--- config.mk ---
export PLATFORM = sky130hd
export DESIGN_NAME = pixel_burst_engine
export DESIGN_NICKNAME = d
export VERILOG_FILES = /design/src/rtl/pixel_pkg.sv /design/src/rtl/pixel_luma.sv /design/src/rtl/pixel_burst_engine.sv
export SDC_FILE = /design/constraint.sdc
export NUM_CORES = 1
export LEC_CHECK = 0
export BUFFER_PORTS_ARGS = -buffer_cell sky130_fd_sc_hd__buf_2
export CAP_MARGIN = 20
export CORE_UTILIZATION = 45
export DETAILED_ROUTE_END_ITERATION = 12
export PLACE_DENSITY = 0.8
export SETUP_SLACK_MARGIN = 0.1
export SLEW_MARGIN = 10
export SYNTH_ARGS = -nofsm -noshare
export SYNTH_HDL_FRONTEND = slang
export SYNTH_HIERARCHICAL = 1
export SYNTH_SLANG_ARGS = --single-unit
--- constraint.sdc ---
create_clock -name clk -period 13.5 [get_ports clk]
set_input_delay 0.675 -clock clk [delete_from_list [all_inputs] [get_ports clk]]
set_output_delay 0.675 -clock clk [all_outputs]
set_load 0.03 [all_outputs]
--- src/rtl/pixel_pkg.sv ---
// Shared types for the pixel burst engine: FSM states, burst modes
// and RGB field offsets within an SRAM pixel word.
package pixel_pkg;

  typedef enum logic [2:0] {
    S_IDLE,
    S_RD_ACCESS,
    S_WR_DRIVE,
    S_WR_RELEASE,
    S_FINISH
  } state_t;

  typedef enum logic {
    MODE_READ  = 1'b0,
    MODE_WRITE = 1'b1
  } mode_t;

  localparam int R_LSB = 16;
  localparam int G_LSB = 8;
  localparam int B_LSB = 0;

endpackage

--- src/rtl/pixel_luma.sv ---
// Combinational RGB -> 8-bit luma: (R + 2G + B) >> 2 at 10 bits.
// Ports: pix (packed RGB word) in, luma (8 bits) out.
module pixel_luma
  import pixel_pkg::*;
#(
  parameter int PIX_W = 24
) (
  input  logic [PIX_W-1:0] pix,
  output logic [7:0]       luma
);

  logic [9:0] sum;

  always_comb begin
    sum = 10'(pix[R_LSB +: 8])
        + {1'b0, pix[G_LSB +: 8], 1'b0}
        + 10'(pix[B_LSB +: 8]);
    luma = 8'(sum >> 2);
  end

endmodule

--- src/rtl/pixel_burst_engine.sv ---
// Burst mover between an SRAM and an 8-bit pixel buffer.
// Ports: start/mode/base_addr/num_pix request a burst; data_in is the
// write source, data_out the read result; busy/done report progress;
// address/read_enable/write_enable/w_data/r_data form the SRAM side.
module pixel_burst_engine
  import pixel_pkg::*;
#(
  parameter int ADDR_W = 16,
  parameter int PIX_W  = 24,
  parameter int DEPTH  = 20,
  parameter int RD_LAT = 2,
  localparam int CNT_W = $clog2(DEPTH + 1)
) (
  input  logic                  clk,
  input  logic                  rst,
  input  logic                  start,
  input  logic                  mode,
  input  logic [ADDR_W-1:0]     base_addr,
  input  logic [CNT_W-1:0]      num_pix,
  input  logic [DEPTH-1:0][7:0] data_in,
  output logic [DEPTH-1:0][7:0] data_out,
  output logic                  busy,
  output logic                  done,
  output logic [ADDR_W-1:0]     address,
  output logic                  read_enable,
  output logic                  write_enable,
  output logic [PIX_W-1:0]      w_data,
  input  logic [PIX_W-1:0]      r_data
);

  localparam int LAT_W = (RD_LAT > 1) ? $clog2(RD_LAT) : 1;

  state_t                 state_q, state_d;
  logic [ADDR_W-1:0]      base_q, base_d;
  logic [CNT_W-1:0]       count_q, count_d;
  logic [CNT_W-1:0]       idx_q, idx_d;
  logic [LAT_W-1:0]       lat_q, lat_d;
  logic [DEPTH-1:0][7:0]  snap_q, snap_d;
  logic [DEPTH-1:0][7:0]  dout_q, dout_d;

  logic [7:0]             luma;
  logic [7:0]             pix_sel;
  logic [CNT_W-1:0]       num_clamped;
  logic                   last_pix;
  logic                   lat_end;
  logic [ADDR_W-1:0]      pix_addr;

  pixel_luma #(.PIX_W(PIX_W)) u_luma (
    .pix  (r_data),
    .luma (luma)
  );

  assign num_clamped = (num_pix > CNT_W'(DEPTH)) ? CNT_W'(DEPTH)
                                                 : num_pix;
  assign last_pix = (idx_q == count_q - CNT_W'(1));
  assign lat_end  = (lat_q == LAT_W'(RD_LAT - 1));
  assign pix_sel  = snap_q[idx_q];
  assign pix_addr = base_q + ADDR_W'(idx_q);
  assign data_out = dout_q;

  always_ff @(posedge clk or posedge rst) begin
    if (rst) begin
      state_q <= S_IDLE;
      base_q  <= '0;
      count_q <= '0;
      idx_q   <= '0;
      lat_q   <= '0;
      snap_q  <= '0;
      dout_q  <= '0;
    end else begin
      state_q <= state_d;
      base_q  <= base_d;
      count_q <= count_d;
      idx_q   <= idx_d;
      lat_q   <= lat_d;
      snap_q  <= snap_d;
      dout_q  <= dout_d;
    end
  end

  always_comb begin
    state_d = state_q;
    base_d  = base_q;
    count_d = count_q;
    idx_d   = idx_q;
    lat_d   = lat_q;
    snap_d  = snap_q;
    dout_d  = dout_q;
    unique case (state_q)
      S_IDLE: begin
        if (start) begin
          base_d  = base_addr;
          count_d = num_clamped;
          snap_d  = data_in;
          idx_d   = '0;
          lat_d   = '0;
          if (num_pix == '0)
            state_d = S_FINISH;
          else if (mode_t'(mode) == MODE_WRITE)
            state_d = S_WR_DRIVE;
          else
            state_d = S_RD_ACCESS;
        end
      end
      S_RD_ACCESS: begin
        if (lat_end) begin
          // r_data is captured on the edge closing the last hold cycle
          dout_d[idx_q] = luma;
          lat_d = '0;
          if (last_pix) state_d = S_FINISH;
          else          idx_d = idx_q + CNT_W'(1);
        end else begin
          lat_d = lat_q + LAT_W'(1);
        end
      end
      S_WR_DRIVE: begin
        state_d = S_WR_RELEASE;
      end
      S_WR_RELEASE: begin
        if (last_pix) begin
          state_d = S_FINISH;
        end else begin
          idx_d   = idx_q + CNT_W'(1);
          state_d = S_WR_DRIVE;
        end
      end
      S_FINISH: begin
        state_d = S_IDLE;
      end
      default: begin
        state_d = S_IDLE;
      end
    endcase
  end

  // Outputs decode from state only, so reset drops them at once.
  always_comb begin
    busy         = 1'b0;
    done         = 1'b0;
    address      = '0;
    read_enable  = 1'b0;
    write_enable = 1'b0;
    w_data       = '0;
    unique case (state_q)
      S_RD_ACCESS: begin
        busy        = 1'b1;
        read_enable = 1'b1;
        address     = pix_addr;
      end
      S_WR_DRIVE: begin
        busy         = 1'b1;
        write_enable = 1'b1;
        address      = pix_addr;
        w_data       = PIX_W'({3{pix_sel}});
      end
      S_WR_RELEASE: begin
        busy    = 1'b1;
        address = pix_addr;
        w_data  = PIX_W'({3{pix_sel}});
      end
      S_FINISH: begin
        done = 1'b1;
      end
      default: begin
      end
    endcase
  end

endmodule

== After elaboration in Yosys (flattened, before gate mapping) ==
Cells that the tools add are included.

* Muxes and demuxes: 26
* Add/sub/neg operators: 6
* Equality and inequality tests: 8
* Reductions and logical operators: 12
* Magnitude comparators: 3

{| class="wikitable"
|+ Operator list
! kind !! count
|-
| 160-bit bitwise mux || 1
|-
| 8-bit binary-select mux with 5-bit select || 1
|-
| 8-bit demux with 5-bit select || 1
|-
| 24-bit two-way mux || 1
|-
| 5-bit two-way mux || 4
|-
| 16-bit by 5-bit adder with 16-bit output || 1
|-
| 16-bit two-way mux || 1
|-
| 8-bit two-way mux || 2
|-
| 3-bit two-way mux || 5
|-
| 5-bit case mux with 3 select lines || 1
|-
| 3-bit case mux with 4 select lines || 1
|-
| 10-bit by 8-bit adder with 10-bit output || 1
|-
| 8-bit by 9-bit adder with 10-bit output || 1
|-
| 3-bit by 2-bit equality test with 1-bit output (second input constant) || 2
|-
| 5-bit by 6-bit < comparator with 1-bit output (second input constant) || 1
|-
| 1-bit two-way mux || 6
|-
| 2-bit inequality test (second input constant) || 3
|-
| 2-bit AND reduction || 3
|-
| 3-bit AND reduction || 2
|-
| 5-bit by 1-bit adder with 5-bit output (second input constant) || 1
|-
| 5-bit equality test || 1
|-
| 5-bit by 1-bit greater-or-equal comparator with 1-bit output (second input constant) || 1
|-
| 5-bit > comparator (second input constant) || 1
|-
| 5-bit logical NOT || 1
|-
| other kinds (12) || 12
|}

* Bits of input ports: 209
* Logic and storage cells: 100
* Output and inout port bits: 204
* Bits in registers: 350

== Depth between registers and ports, before layout ==
Gate-level depths: netlist (run 1).

* Depth after elaboration: 5
* Gate-level depth with buffers: 10

== Modules after synthesis ==
Netlist (run 1), hierarchy kept.

{| class="wikitable"
|+ Modules (own cells, without submodules)
! module !! times used !! cells each !! area an instance (um^2)
|-
| pixel_burst_engine || 1 || 1416 || 15384.8
|-
| pixel_luma || 1 || 49 || 465.4
|}

== Worst setup path after synthesis (run 1) ==
No wires, ideal clock.

* Path kind: reg-to-output
* Start point: reg idx_q[1]
* End point: out address[12]
* Setup slack: 10.113 ns
* Cell stages (with the launch flop): 10
* Buffers on the path: 2
* Required time: 12.825 ns
* Arrival: 2.712 ns
* Cell sequence: dfrtp_1 buf_2 buf_1 inv_1 fa_1 nor2b_1 o21a_1 o21ai_0 a21boi_0 mux2i_1

* Longest elaborated chain between the ends: 2

{| class="wikitable"
|+ Ends and longest elaborated chain
! item !! RTL line !! RTL
|-
| start: declaration || pixel_burst_engine.sv:36 || <nowiki>logic [CNT_W-1:0] idx_q, idx_d;</nowiki>
|-
| start signal: assignment || pixel_burst_engine.sv:74 || <nowiki>idx_q <= idx_d;</nowiki>
|-
| 16-bit by 5-bit adder with 16-bit output || pixel_burst_engine.sv:58 || <nowiki>assign pix_addr = base_q + ADDR_W'(idx_q);</nowiki>
|-
| 16-bit two-way mux || pixel_burst_engine.sv:144 || <nowiki>unique case (state_q)</nowiki>
|-
| end: declaration || pixel_burst_engine.sv:24 || <nowiki>output logic [ADDR_W-1:0] address,</nowiki>
|}

No other way between the ends.

== Final worst setup path (run 1) ==
* Start point: reg idx_q[0]
* End point: out address[12]

Same word-level chain as after synthesis.

==> qor.json, run 1 <==
{
  "global_route": {
    "grt_first_pass_wirelength_um": 66900,
    "met1_usage_pct": 30.3,
    "grtUsageMet3_pct": 4.52,
    "antenna_found_initial": 6,
    "met2_usage_pct": 40.7,
    "gr-max-usage-layer": "met2",
    "grt_overflow_total": 0,
    "grt_max_degree": 172,
    "grt.total_usage_pct": 23.9,
    "grt_pass1_vias": 12200
  },
  "worst_hold_path": {
    "hp-class": "in -> async"
  },
  "clock_tree": {
    "postCtsSetupRepairBufs": 0,
    "ctsHoldBuffers": 0,
    "ctsRootBufferMaster": "sky130_fd_sc_hd__clkbuf_16",
    "tritoncts_num_sinks": 350,
    "cts.htree.levels": 2,
    "worst_skew_pair.late_latency_ns": 0.51,
    "cts-buffers-inserted": 38,
    "max_root_sink_buffers": 3,
    "clock_tree_from_tritoncts": "done",
    "clkTransAtPathRegs_ns": 0.06,
    "post_cts_resize_count": 0
  },
  "synth": {
    "synthDistinctLibCells": 54,
    "sequential_cell_area_fraction_in_the_yosys_report_pct": 55.3,
    "ys_dominant_reg_cell": "sky130_fd_sc_hd__dfrtp_1",
    "number_of_enable_flip_flop_cells_after_synthesis": 0,
    "synth.ff_latch_count": 350,
    "synth-warning-count": 6,
    "synthArstFlopShare_pct": 100,
    "postSynthAreaPerCell_um2": 10.8,
    "synthesis.area_um2": 15900,
    "netlist_instances": 1465,
    "syn_nets": 1700
  },
  "routing": {
    "drt_first_pass_iters": 5,
    "viasPerCell": 5.28,
    "wire_per_inst_um": 18.7,
    "detail_route.iter0.violations": 712,
    "drc_errors": 0,
    "drt_wl_total_um": 43100,
    "route.antenna.remaining_nets": 0,
    "route.vias.total": 12200
  },
  "finish": {
    "instances_no_fill": 2308,
    "post-route-cell-area_um2": 19500,
    "leading_cell_types_in_the_layout_fill_and_taps_excluded": "sky130_fd_sc_hd__nand2_1, sky130_fd_sc_hd__buf_2, sky130_fd_sc_hd__dfrtp_1",
    "most_frequent_standard_cell_in_the_layout_excluding_fill_and_tap_cells": "sky130_fd_sc_hd__nand2_1",
    "post_route_cells_drive_above_1_share_pct": 37.5,
    "flow.area_growth_from_synthesis_pct": 22.9,
    "finish.net_count": 2063,
    "final_core_util_pct": 56.3,
    "nFillCells": 2824
  },
  "worst_setup_path": {
    "worst_path_largest_cell_delay_ns": 1.03,
    "setup.worst_path.start_class": "flip-flop",
    "top_cell_family_by_delay_on_the_critical_path": "flip-flops",
    "cp_data_arrival_time_ns": 3.57,
    "worst-path-max-fanout": 47,
    "setup.worst_path.end_class": "output port",
    "worst_path_max_delay_cell": "sky130_fd_sc_hd__dfrtp_4",
    "timing_worst_setup_path_type": "reg -> out",
    "cp.required_ns": 12.82,
    "timing.critical_path.buf_inv": 2,
    "crit_path_cell_trace": "ha_1 -> inv_1 -> fa_1 -> nor2b_1 -> o21a_1 -> o21ai_0 -> a21boi_0 -> mux2i_1 -> buf_2"
  },
  "floorplanning": {
    "initial_utilization_pct": 45.8,
    "die-height_um": 190,
    "die_area_um2": 36000,
    "fp.coreArea_um2": 34600,
    "floorplan.rows": 68,
    "boundaryPins": 413,
    "floorplan.die.width_um": 190
  },
  "timing": {
    "layout_worst_path_cycle_share_pct": 31.5,
    "unrepaired_setup_endpoints_after_global_routing": "no",
    "timing.clock.skew_ns": 0.00757,
    "setup_viol": 0,
    "min_period_ns": 4.25,
    "worst_hold_slack_ns": 0.266,
    "timing.final.hold_violations": 0,
    "timing.final.max_slew_violations": 0,
    "fin_setup_tns_ns": 0,
    "worst_slew_pin_slew_ns": 1.11,
    "max_slew_margin_pct": 26.0,
    "fmax_ghz": 0.236,
    "final_worst_setup_slack_ns": 9.25
  },
  "place": {
    "gp_routability_congestion": 0.864,
    "place_hpwl_um": 30200,
    "port-buffer-count": 412,
    "detailed_place.area_um2": 18200,
    "place_inst": 2242,
    "place_ws_ns": 9.75
  },
  "pwr": {
    "p_per_area_nw_per_um2": 267,
    "vdd.ir_drop.worst_mv": 0.291,
    "report.power.total_mw": 5.20,
    "total_leakage_power_nw": 9.87
  },
  "run": {
    "drv_cap": 0
  },
  "run_status": {
    "run_status": "complete, no violations"
  }
}
## power breakdown
part | internal (mW) | switching [mW] | total [mW]
registers | 1.51 | 0.320 | 1.83
clock network | 0.661 | 0.401 | 1.06
logic | 0.808 | 1.49 | 2.30
total | 2.98 | 2.21 | 5.20
## kinds of logic (layout without fill, tap and decap cells)
group	after synthesis	in the layout	share of synthesized area, %
other cells	0	1	0
simple gates	666	666	16.8
flops	350	350	55.3
buf+inv	115	502	3.25
mux	214	214	17.9
fa+ha+maj	26	26	2.48
compound gates	82	82	3.60
xor+xnor	12	12	0.663
## Yosys cell counts (4+ instances only)
master,n,area [µm²]
sky130_fd_sc_hd__o21a_1,4,30.0
sky130_fd_sc_hd__mux4_2,40,901
sky130_fd_sc_hd__mux2_1,4,45.0
sky130_fd_sc_hd__or3_1,12,75.1
sky130_fd_sc_hd__buf_2,16,80.1
sky130_fd_sc_hd__a22oi_1,10,75.1
sky130_fd_sc_hd__nor2b_1,4,25.0
sky130_fd_sc_hd__nand3_1,7,35.0
sky130_fd_sc_hd__nand2_1,589,2210
sky130_fd_sc_hd__mux2i_1,13,130
sky130_fd_sc_hd__nand4_1,4,25.0
sky130_fd_sc_hd__buf_4,17,128
sky130_fd_sc_hd__ha_1,17,213
sky130_fd_sc_hd__dfrtp_1,350,8760
sky130_fd_sc_hd__xnor2_1,9,78.8
sky130_fd_sc_hd__a21o_1,4,30.0
sky130_fd_sc_hd__clkbuf_1,58,218
sky130_fd_sc_hd__nand2b_1,4,25.0
sky130_fd_sc_hd__buf_1,8,30.0
sky130_fd_sc_hd__a21oi_1,18,90.1
sky130_fd_sc_hd__nor3_1,9,45.0
sky130_fd_sc_hd__o21ai_0,19,95.1
sky130_fd_sc_hd__fa_1,9,180
sky130_fd_sc_hd__mux2_2,157,1770
sky130_fd_sc_hd__inv_1,14,52.6
sky130_fd_sc_hd__o31ai_1,8,60.1
sky130_fd_sc_hd__and2_1,8,50.1
sky130_fd_sc_hd__nor2_1,15,56.3
## per-layer routing
metal	share of wire, %	vias up
li1	-	5576
met1	41	5993
met2	49	519
met3	7.0	87
met4	3.2	12
met5	0.15	-
## area by class of cell
| cell class | instances | area, µm² | area share (%) |
|---|---|---|---|
| clock buffers | 59 | 1190 | 6.13 |
| well taps | 455 | 569 | 2.92 |
| inverters | 16 | 67.6 | 0.347 |
| repair buffers | 422 | 2160 | 11.1 |
| clock inverters | 5 | 100 | 0.514 |
| multi-input cells | 1000 | 6630 | 34.0 |
| diodes | 1 | 2.50 | 0.0128 |
| flip-flops and latches | 350 | 8760 | 45.0 |
## flip-flops by register name (all words and copies together) (netlist names)
name / count
snap_q: 160
base_q: 16
lat_end: 1
idx_q: 5
count_q: 5
data_out: 160
state_q: 3
## final timing paths
path	endpoint	slack, ns	cells after the start	startpoint
worst max-delay path	address[12]	9.25	9	idx_q[0]
worst min-delay path	base_q[5]	0.27	2	rst
worst max register to register	idx_q[2]	10.61	6	state_q[2]
worst min register to register	snap_q[17]	0.47	2	snap_q[17]
max in group asynchronous	snap_q[77]	11.72	3	rst
min in group clk	snap_q[25]	0.35	3	data_in[25]
Power figures use the tool's default switching activity.
==> run 2: changes to the inputs <==
- ABC_AREA: default -> 1
- PLACE_DENSITY: 0.8 -> 0.82
- clock period: 13.5 -> 3.8 ns (I/O delays scaled with it)
==> qor.json, run 2 <==
{
  "run_status": {
    "run_status": "finished, violations left",
    "violations": "DRC"
  },
  "timing": {
    "max_slew_margin": {"value": 21.3, "unit": "%", "change": "-4.8 points"},
    "unrepaired_setup_endpoints_after_global_routing": "no",
    "timing.final.max_slew_violations": {"value": 0, "change": "unchanged"},
    "final_worst_setup_slack": {"value": 0.334, "unit": "ns", "change": "-8.92 ns"},
    "timing.final.hold_violations": {"value": 0, "change": "unchanged"},
    "worst_slew_pin_slew": {"value": 1.18, "unit": "ns", "change": "+0.0713 ns"},
    "fmax_ghz": 0.288,
    "setup_viol": {"value": 0, "change": "unchanged"},
    "timing.clock.skew": {"value": 0.0192, "unit": "ns", "change": "+0.0116 ns"},
    "layout_worst_path_cycle_share_pct": 91.2,
    "fin_setup_tns": {"value": 0, "unit": "ns", "change": "unchanged"},
    "min_period_ns": 3.47
  },
  "finish": {
    "final_core_util": {"value": 60.7, "unit": "%", "change": "+4.4 points"},
    "sequential_area": {"value": 8760, "unit": "µm²", "change": "unchanged"},
    "post_route_cells_drive_above_1_share": {"value": 24.2, "unit": "%", "change": "-13 points"},
    "post-route-cell-area": {"value": 21800, "unit": "µm²", "change": "+12%"},
    "nFillCells": {"value": 2811, "change": "-0.46%"},
    "leading_cell_types_in_the_layout_fill_and_taps_excluded": "sky130_fd_sc_hd__nand2_1, sky130_fd_sc_hd__buf_2, sky130_fd_sc_hd__dfrtp_1",
    "multi_input_area": {"value": 6520, "unit": "µm²", "change": "-1.7%"},
    "finish.net_count": {"value": 2711, "change": "+31%"},
    "most_frequent_standard_cell_in_the_layout_excluding_fill_and_tap_cells": "sky130_fd_sc_hd__nand2_1",
    "flow.area_growth_from_synthesis_pct": 31.5
  },
  "synth": {
    "synthArstFlopShare": {"value": 100, "unit": "%", "change": "unchanged"},
    "ys_dominant_reg_cell": "sky130_fd_sc_hd__dfrtp_1",
    "yosys.area_share.adder": {"value": 2.37, "unit": "%", "change": "-0.11 points"},
    "syn_nets": {"value": 2185, "change": "+29%"},
    "synth-warning-count": {"value": 6, "change": "unchanged"},
    "synth_most_common_cell": "sky130_fd_sc_hd__nand2_1",
    "sequential_cell_area_fraction_in_the_yosys_report": {"value": 52.8, "unit": "%", "change": "-2.4 points"},
    "synth-compound-area-share": {"value": 14.5, "unit": "%", "change": "+11 points"},
    "synth-simple-area-share": {"value": 22.2, "unit": "%", "change": "+5.4 points"},
    "synth.area.mux_share": {"value": 0, "unit": "%", "change": "-18 points"},
    "combinational_family_with_the_most_area_after_synthesis": "simple AND/OR/NAND/NOR gates",
    "number_of_enable_flip_flop_cells_after_synthesis": {"value": 0, "change": "unchanged"},
    "synth_area_leaders": "sky130_fd_sc_hd__dfrtp_1, sky130_fd_sc_hd__nand2_1, sky130_fd_sc_hd__o21ai_0, sky130_fd_sc_hd__o21ai_2, sky130_fd_sc_hd__inv_1",
    "synth_largest_type_area_fraction": {"value": 52.8, "unit": "%", "change": "-2.4 points"},
    "synth_top_area_cell": "sky130_fd_sc_hd__dfrtp_1",
    "synthesis.area": {"value": 16600, "unit": "µm²", "change": "+4.6%"},
    "postSynthAreaPerCell": {"value": 8.50, "unit": "µm²", "change": "-21%"},
    "yosys-top-cells-count": "sky130_fd_sc_hd__nand2_1, sky130_fd_sc_hd__dfrtp_1, sky130_fd_sc_hd__o21ai_0, sky130_fd_sc_hd__inv_1, sky130_fd_sc_hd__o21ai_1",
    "netlist_instances": {"value": 1950, "change": "+33%"},
    "synthDistinctLibCells": {"value": 39, "change": "-28%"},
    "synth.ff_latch_count": {"value": 350, "change": "unchanged"},
    "xor_xnor_share_of_the_synthesized_area": {"value": 0.264, "unit": "%", "change": "-0.40 points"}
  },
  "place": {
    "port-buffer-count": {"value": 412, "change": "unchanged"},
    "gp_routability_congestion": {"value": 0.971, "change": "+12%"},
    "place_ws": {"value": 0.903, "unit": "ns", "change": "-8.84 ns"},
    "place_hpwl": {"value": 34200, "unit": "µm", "change": "+13%"},
    "detailed_place.area": {"value": 18600, "unit": "µm²", "change": "+2.5%"}
  },
  "clock_tree": {
    "clkTransAtPathRegs": {"value": 0.06, "unit": "ns", "change": "about the same"},
    "tritoncts_num_sinks": {"value": 350, "change": "unchanged"},
    "ctsRootBufferMaster": "sky130_fd_sc_hd__clkbuf_16",
    "cts.htree.levels": {"value": 2, "change": "unchanged"},
    "cts-buffers-inserted": {"value": 39, "change": "+2.6%"},
    "max_root_sink_buffers": {"value": 3, "change": "unchanged"},
    "worst_skew_pair.late_latency": {"value": 0.54, "unit": "ns", "change": "+0.03 ns"},
    "clock_tree_from_tritoncts": "done"
  },
  "worst_setup_path": {
    "cp_data_arrival_time": {"value": 3.28, "unit": "ns", "change": "-0.29 ns"},
    "setup.worst_path.end_class": "output port",
    "cp.required": {"value": 3.61, "unit": "ns", "change": "-9.21 ns"},
    "setup.worst_path.start_class": "flip-flop",
    "timing_worst_setup_path_type": "reg -> out",
    "worst-path-max-fanout": {"value": 56, "change": "+19%"}
  },
  "global_route": {
    "grt_pass1_vias": {"value": 16300, "change": "+34%"},
    "grt.total_usage": {"value": 30.4, "unit": "%", "change": "+6.5 points"},
    "grt_overflow_total": {"value": 0, "change": "unchanged"},
    "antenna_found_initial": {"value": 5, "change": "-1"},
    "grt_first_pass_wirelength": {"value": 90000, "unit": "µm", "change": "+34%"},
    "grt_max_degree": {"value": 260, "change": "+51%"}
  },
  "routing": {
    "viasPerCell": {"value": 5.42, "change": "+2.7%"},
    "wire_per_inst": {"value": 19.0, "unit": "µm", "change": "+2.0%"},
    "drt_wl_total": {"value": 56600, "unit": "µm", "change": "+31%"},
    "route.vias.total": {"value": 16100, "change": "+32%"},
    "drc_errors": {"value": 2, "change": "+2"},
    "drt_first_pass_iters": {"value": 12, "change": "+7"},
    "detail_route.iter0.violations": {"value": 1545, "change": "+120%"},
    "route.antenna.remaining_nets": {"value": 0, "change": "unchanged"}
  },
  "floorplanning": {
    "fp.coreArea": {"value": 35900, "unit": "µm²", "change": "+3.7%"},
    "floorplan.die.width": {"value": 194, "unit": "µm", "change": "+2.2%"},
    "boundaryPins": {"value": 413, "change": "unchanged"},
    "die-height": {"value": 194, "unit": "µm", "change": "+2.2%"},
    "die_area": {"value": 37600, "unit": "µm²", "change": "+4.5%"},
    "initial_utilization": {"value": 46.2, "unit": "%", "change": "+0.38 points"},
    "floorplan.rows": {"value": 69, "change": "+1.5%"}
  },
  "pwr": {
    "total_leakage_power": {"value": 11.3, "unit": "nW", "change": "+14%"},
    "p_per_area": {"value": 863, "unit": "nW/µm²", "change": "+220%"},
    "report.power.total": {"value": 18.8, "unit": "mW", "change": "+260%"},
    "vdd.ir_drop.worst": {"value": 0.592, "unit": "mV", "change": "+100%"}
  },
  "run": {
    "drv_cap": {"value": 0, "change": "unchanged"}
  },
  "worst_hold_path": {
    "hp-class": "in -> reg"
  }
}
[run 2: changes by cell type in the layout (fill, tap and decap cells not counted), sizes merged, moves of 9 or more]
cell | before | now
o21ai | 19 | 301
nand2 | 589 | 773
dlygate4sd3 | 0 | 183
mux2 | 161 | 0
inv | 16 | 138
nor2 | 15 | 77
mux4 | 40 | 0
o211ai | 0 | 40
a21oi | 19 | 58
nand3 | 7 | 36
mux2i | 13 | 0
or3 | 12 | 0
a22oi | 10 | 1
o31ai | 9 | 0
[run 2: through the flow]
step | cells | hold slack (ns)
after floorplan | 1950 | 0.307
after global placement | 2713 | 0.303
after detailed placement | 2713 | 0.296
after CTS | 2968 | 0.0892
after global routing | 2971 | 0.116
final | 2973 | 0.111
[run 2: per-layer routing]
| layer | track usage [%] | part of all wire, % | up-vias |
|---|---|---|---|
| li1 | - | - | 7263 |
| met1 | 36.0 | 37 | 7561 |
| met2 | 49.6 | 47 | 1026 |
| met3 | 9.62 | 11 | 266 |
| met4 | 16.0 | 5.8 | 2 |
| met5 | 0.639 | 0.023 | - |
[run 2: repair_timing]
item,CTS,global route
endpoints found under the setup margin,0,7
buffers inserted,0,0
gates resized for setup,0,1
hold buffers,183,0
hold endpoints to repair,200,0
[run 2: worst max-delay path: stages (launching register included)]
cell,delay [ns]
sky130_fd_sc_hd__dfrtp_4,0.79
sky130_fd_sc_hd__inv_1,0.66
sky130_fd_sc_hd__a21oi_1,0.31
sky130_fd_sc_hd__o21ai_0,0.10
sky130_fd_sc_hd__nand2_1,0.11
sky130_fd_sc_hd__nand2_1,0.05
sky130_fd_sc_hd__nand2_1,0.09
sky130_fd_sc_hd__nor2_1,0.05
sky130_fd_sc_hd__nor2_1,0.27
sky130_fd_sc_hd__buf_2,0.29
[run 2: path summary, 6_finish.rpt]
kind                       startpoint           end  slack (ns)  cells after the start
min reg2reg                snap_q[66]    snap_q[66]        0.47                      2
max in group asynchronous         rst  data_out[54]        2.33                      4
max reg2reg                  idx_q[0]  data_out[97]        0.93                      7
min                              mode    state_q[0]        0.11                      4
max                          idx_q[0]    w_data[23]        0.33                      9
min in group asynchronous         rst      idx_q[0]        0.28                      3
[run 2: layout make-up]
class | count | area share, %
timing repair buffer | 612 | 18.7
clock buffer | 60 | 5.35
multi-input combinational | 1333 | 29.9
inverter | 140 | 2.43
tap | 461 | 2.65
clock inverter | 12 | 0.718
sequential | 350 | 40.2
antenna | 5 | 0.0574
[run 2: power by group]
| group | internal, mW | switching, mW |
|---|---|---|
| sequential | 5.41 | 1.08 |
| combinational | 2.50 | 5.93 |
| clock | 2.33 | 1.57 |
| total | 10.2 | 8.58 |
[run 2: kinds of logic after synthesis]
group	after synthesis
DFF	350
buffers and inverters	267
xor gates and xnor gates	5
and+or+nand+nor	897
AOI/OAI and AO/OA	405
adders and majority gates	26
==> run 3: changes to the inputs <==
- PLACE_DENSITY: 0.82 -> 0.79
- clock period: 3.8 -> 3.29 ns (I/O delays scaled with it)
==> qor.json, run 3 (synthesis gave the netlist of run 2 again) <==
{
  "place": {
    "place_hpwl": {"value": 34500, "unit": "µm", "change": "+0.85%"},
    "port-buffer-count": {"value": 412, "change": "unchanged"},
    "gp_routability_congestion": {"value": 0.922, "change": "-5.0%"},
    "place_ws": {"value": 0.683, "unit": "ns", "change": "-0.220 ns"},
    "place_inst": {"value": 2723, "change": "+0.37%"}
  },
  "routing": {
    "drc_errors": {"value": 0, "change": "-2"},
    "wire_per_inst": {"value": 18.8, "unit": "µm", "change": "-1.4%"},
    "drt_first_pass_iters": {"value": 7, "change": "-5"},
    "drt_wl_total": {"value": 56000, "unit": "µm", "change": "-1.1%"},
    "route.vias.total": {"value": 15900, "change": "-1.2%"},
    "route.antenna.remaining_nets": {"value": 0, "change": "unchanged"},
    "viasPerCell": {"value": 5.34, "change": "-1.5%"},
    "detail_route.iter0.violations": {"value": 1473, "change": "-4.7%"}
  },
  "global_route": {
    "antenna_found_initial": {"value": 7, "change": "+2"},
    "grt.total_usage": {"value": 29.6, "unit": "%", "change": "-0.78 points"},
    "grt_max_degree": {"value": 260, "change": "unchanged"},
    "grt_pass1_vias": {"value": 16100, "change": "-1.4%"},
    "grt_first_pass_wirelength": {"value": 88000, "unit": "µm", "change": "-2.1%"},
    "grt_overflow_total": {"value": 0, "change": "unchanged"}
  },
  "clock_tree": {
    "worst_skew_pair.late_latency": {"value": 0.55, "unit": "ns", "change": "about the same"},
    "max_root_sink_buffers": {"value": 3, "change": "unchanged"},
    "ctsRootBufferMaster": "sky130_fd_sc_hd__clkbuf_16",
    "tritoncts_num_sinks": {"value": 350, "change": "unchanged"},
    "cts.htree.levels": {"value": 2, "change": "unchanged"},
    "clkTransAtPathRegs": {"value": 0.06, "unit": "ns", "change": "about the same"},
    "clock_tree_from_tritoncts": "done",
    "cts-buffers-inserted": {"value": 38, "change": "-2.6%"},
    "postCtsSetupRepairBufs": {"value": 0, "change": "unchanged"}
  },
  "timing": {
    "fmax_ghz": 0.334,
    "final_worst_setup_slack": {"value": 0.294, "unit": "ns", "change": "-0.0399 ns"},
    "max_slew_margin": {"value": 15.9, "unit": "%", "change": "-5.4 points"},
    "worst_slew_pin_slew": {"value": 1.26, "unit": "ns", "change": "+0.0810 ns"},
    "setup_viol": {"value": 0, "change": "unchanged"},
    "timing.clock.skew": {"value": 0.0313, "unit": "ns", "change": "+0.0121 ns"},
    "layout_worst_path_cycle_share_pct": 91.1,
    "timing.final.max_slew_violations": {"value": 0, "change": "unchanged"},
    "min_period_ns": 3.00,
    "unrepaired_setup_endpoints_after_global_routing": "no",
    "timing.final.hold_violations": {"value": 0, "change": "unchanged"}
  },
  "floorplanning": {
    "initial_utilization": {"value": 46.2, "unit": "%", "change": "unchanged"},
    "boundaryPins": {"value": 413, "change": "unchanged"},
    "die-height": {"value": 194, "unit": "µm", "change": "unchanged"},
    "die_area": {"value": 37600, "unit": "µm²", "change": "unchanged"},
    "floorplan.die.width": {"value": 194, "unit": "µm", "change": "unchanged"},
    "fp.coreArea": {"value": 35900, "unit": "µm²", "change": "unchanged"},
    "floorplan.rows": {"value": 69, "change": "unchanged"}
  },
  "worst_hold_path": {
    "hp-start": "mode",
    "end_point_of_the_worst_hold_path": "state_q[0]",
    "hp-class": "in -> reg",
    "timing.hold.worst_path_depth": {"value": 4, "change": "unchanged"}
  },
  "worst_setup_path": {
    "cp.required": {"value": 3.13, "unit": "ns", "change": "-0.48 ns"},
    "worst_flop_to_flop_path_endpoint": "data_out[69]",
    "regToRegSetupSlack": {"value": 0.87, "unit": "ns", "change": "-0.06 ns"},
    "cp_data_arrival_time": {"value": 2.83, "unit": "ns", "change": "-0.45 ns"},
    "rr_startpoint": "idx_q[0]",
    "timing_worst_setup_path_type": "reg -> out",
    "reg2regPathDepth": {"value": 7, "change": "unchanged"},
    "setup.worst_path.start_class": "flip-flop",
    "setup.worst_path.end_class": "output port",
    "worst-path-max-fanout": {"value": 132, "change": "+140%"}
  },
  "pwr": {
    "comb_power_share": {"value": 45.4, "unit": "%", "change": "+0.6 points"},
    "internal_power": {"value": 11.8, "unit": "mW", "change": "+15%"},
    "vdd.ir_drop.worst": {"value": 0.710, "unit": "mV", "change": "+20%"},
    "switchingPower": {"value": 9.88, "unit": "mW", "change": "+15%"},
    "p_sw_share": {"value": 45.6, "unit": "%", "change": "about the same"},
    "power.share.clock": {"value": 20.3, "unit": "%", "change": "-0.4 points"},
    "p_per_area": {"value": 990, "unit": "nW/µm²", "change": "+15%"},
    "power_frac_seq": {"value": 34.3, "unit": "%", "change": "-0.2 points"},
    "total_leakage_power": {"value": 11.3, "unit": "nW", "change": "+0.29%"}
  },
  "finish": {
    "post_route_cells_drive_above_1_share": {"value": 24.5, "unit": "%", "change": "+0.33 points"},
    "finish.net_count": {"value": 2721, "change": "+0.37%"},
    "most_frequent_standard_cell_in_the_layout_excluding_fill_and_tap_cells": "sky130_fd_sc_hd__nand2_1",
    "leading_cell_types_in_the_layout_fill_and_taps_excluded": "sky130_fd_sc_hd__nand2_1, sky130_fd_sc_hd__buf_2, sky130_fd_sc_hd__dfrtp_1",
    "flow.area_growth_from_synthesis_pct": 31.9,
    "instances_no_fill": {"value": 2982, "change": "+0.30%"}
  },
  "run_status": {
    "run_status": "complete, no violations"
  },
  "run": {
    "drv_cap": {"value": 0, "change": "unchanged"}
  }
}
[run 3: changes by cell type in the layout (fill, tap and decap cells not counted), sizes merged]
cell / change
bufinv: -1
inv: -1
clkbuf: -3
diode: +2
buf: +10
clkinvlp: +2
[run 3: layout make-up]
cell class | count | area (µm²)
sequential | 350 | 8760
fill | 2885 | 14000
timing repair buffer | 622 | 4170
multi-input combinational | 1333 | 6520
tap | 461 | 577
antenna | 7 | 17.5
clock inverter | 11 | 139
inverter | 140 | 534
timing repair inverter | 1 | 5.00
clock buffer | 57 | 1140
[run 3: how the worst max path moves through the flow]
stage	from	endpoint	slack [ns]	cells past startpoint
2_1_floorplan	rst	base_q[0]	-1.56	1
3_3_place_gp	idx_q[0]	w_data[3]	0.74	9
3_5_place_dp	idx_q[0]	w_data[3]	0.68	9
4_1_cts	idx_q[0]	w_data[3]	0.12	9
5_1_grt	idx_q[0]	w_data[11]	0.12	8
6_report	idx_q[0]	w_data[2]	0.29	8
[run 3: routing by layer]
layer / wire (µm) / GRT usage, %
met1: 21600 / 36.3
met2: 25700 / 47.3
met4: 3290 / 16.3
met3: 5380 / 8.52
met5: 0 / 0
[run 3: power by group through the flow]
stage / Clock [mW] / Sequential, mW / Combinational (mW)
after floorplan: 0 / 8.78 / 5.09
after global placement: 0 / 7.28 / 9.20
after detailed placement: 0 / 7.36 / 9.40
after CTS: 4.46 / 7.33 / 9.61
after global routing: 4.65 / 7.61 / 10.7
final: 4.40 / 7.42 / 9.84
[run 3: worst max-delay path: stages, from the launching register on]
cell                      delay (ns)
sky130_fd_sc_hd__dfrtp_4        0.54
sky130_fd_sc_hd__buf_12         0.43
sky130_fd_sc_hd__o21ai_0        0.19
sky130_fd_sc_hd__o21ai_0        0.30
sky130_fd_sc_hd__nand2_1        0.13
sky130_fd_sc_hd__nand2_1        0.13
sky130_fd_sc_hd__nor2_1         0.05
sky130_fd_sc_hd__nor2_1         0.19
sky130_fd_sc_hd__buf_2          0.25
[run 3: timing repair]
action	CTS	global route
setup endpoints to repair	0	15
hold endpoints to repair	200	0
hold buffers	183	0
resized for setup	0	1
[run 3: metrics by stage]
stage | setup TNS, ns | hold slack, ns | total power, mW | cell area, µm² | util [%]
final | 0 | 0.0687 | 21.7 | 21900 | 60.9
after global routing | 0 | 0.0635 | 22.9 | 21900 | 60.9
after detailed placement | 0 | 0.297 | 16.8 | 18700 | 52.1
after CTS | 0 | 0.0374 | 21.4 | 21800 | 60.8
after global placement | 0 | 0.301 | 16.5 | 18700 | 52.1
after floorplan | -546.32 | 0.281 | 13.9 | 16600 | -
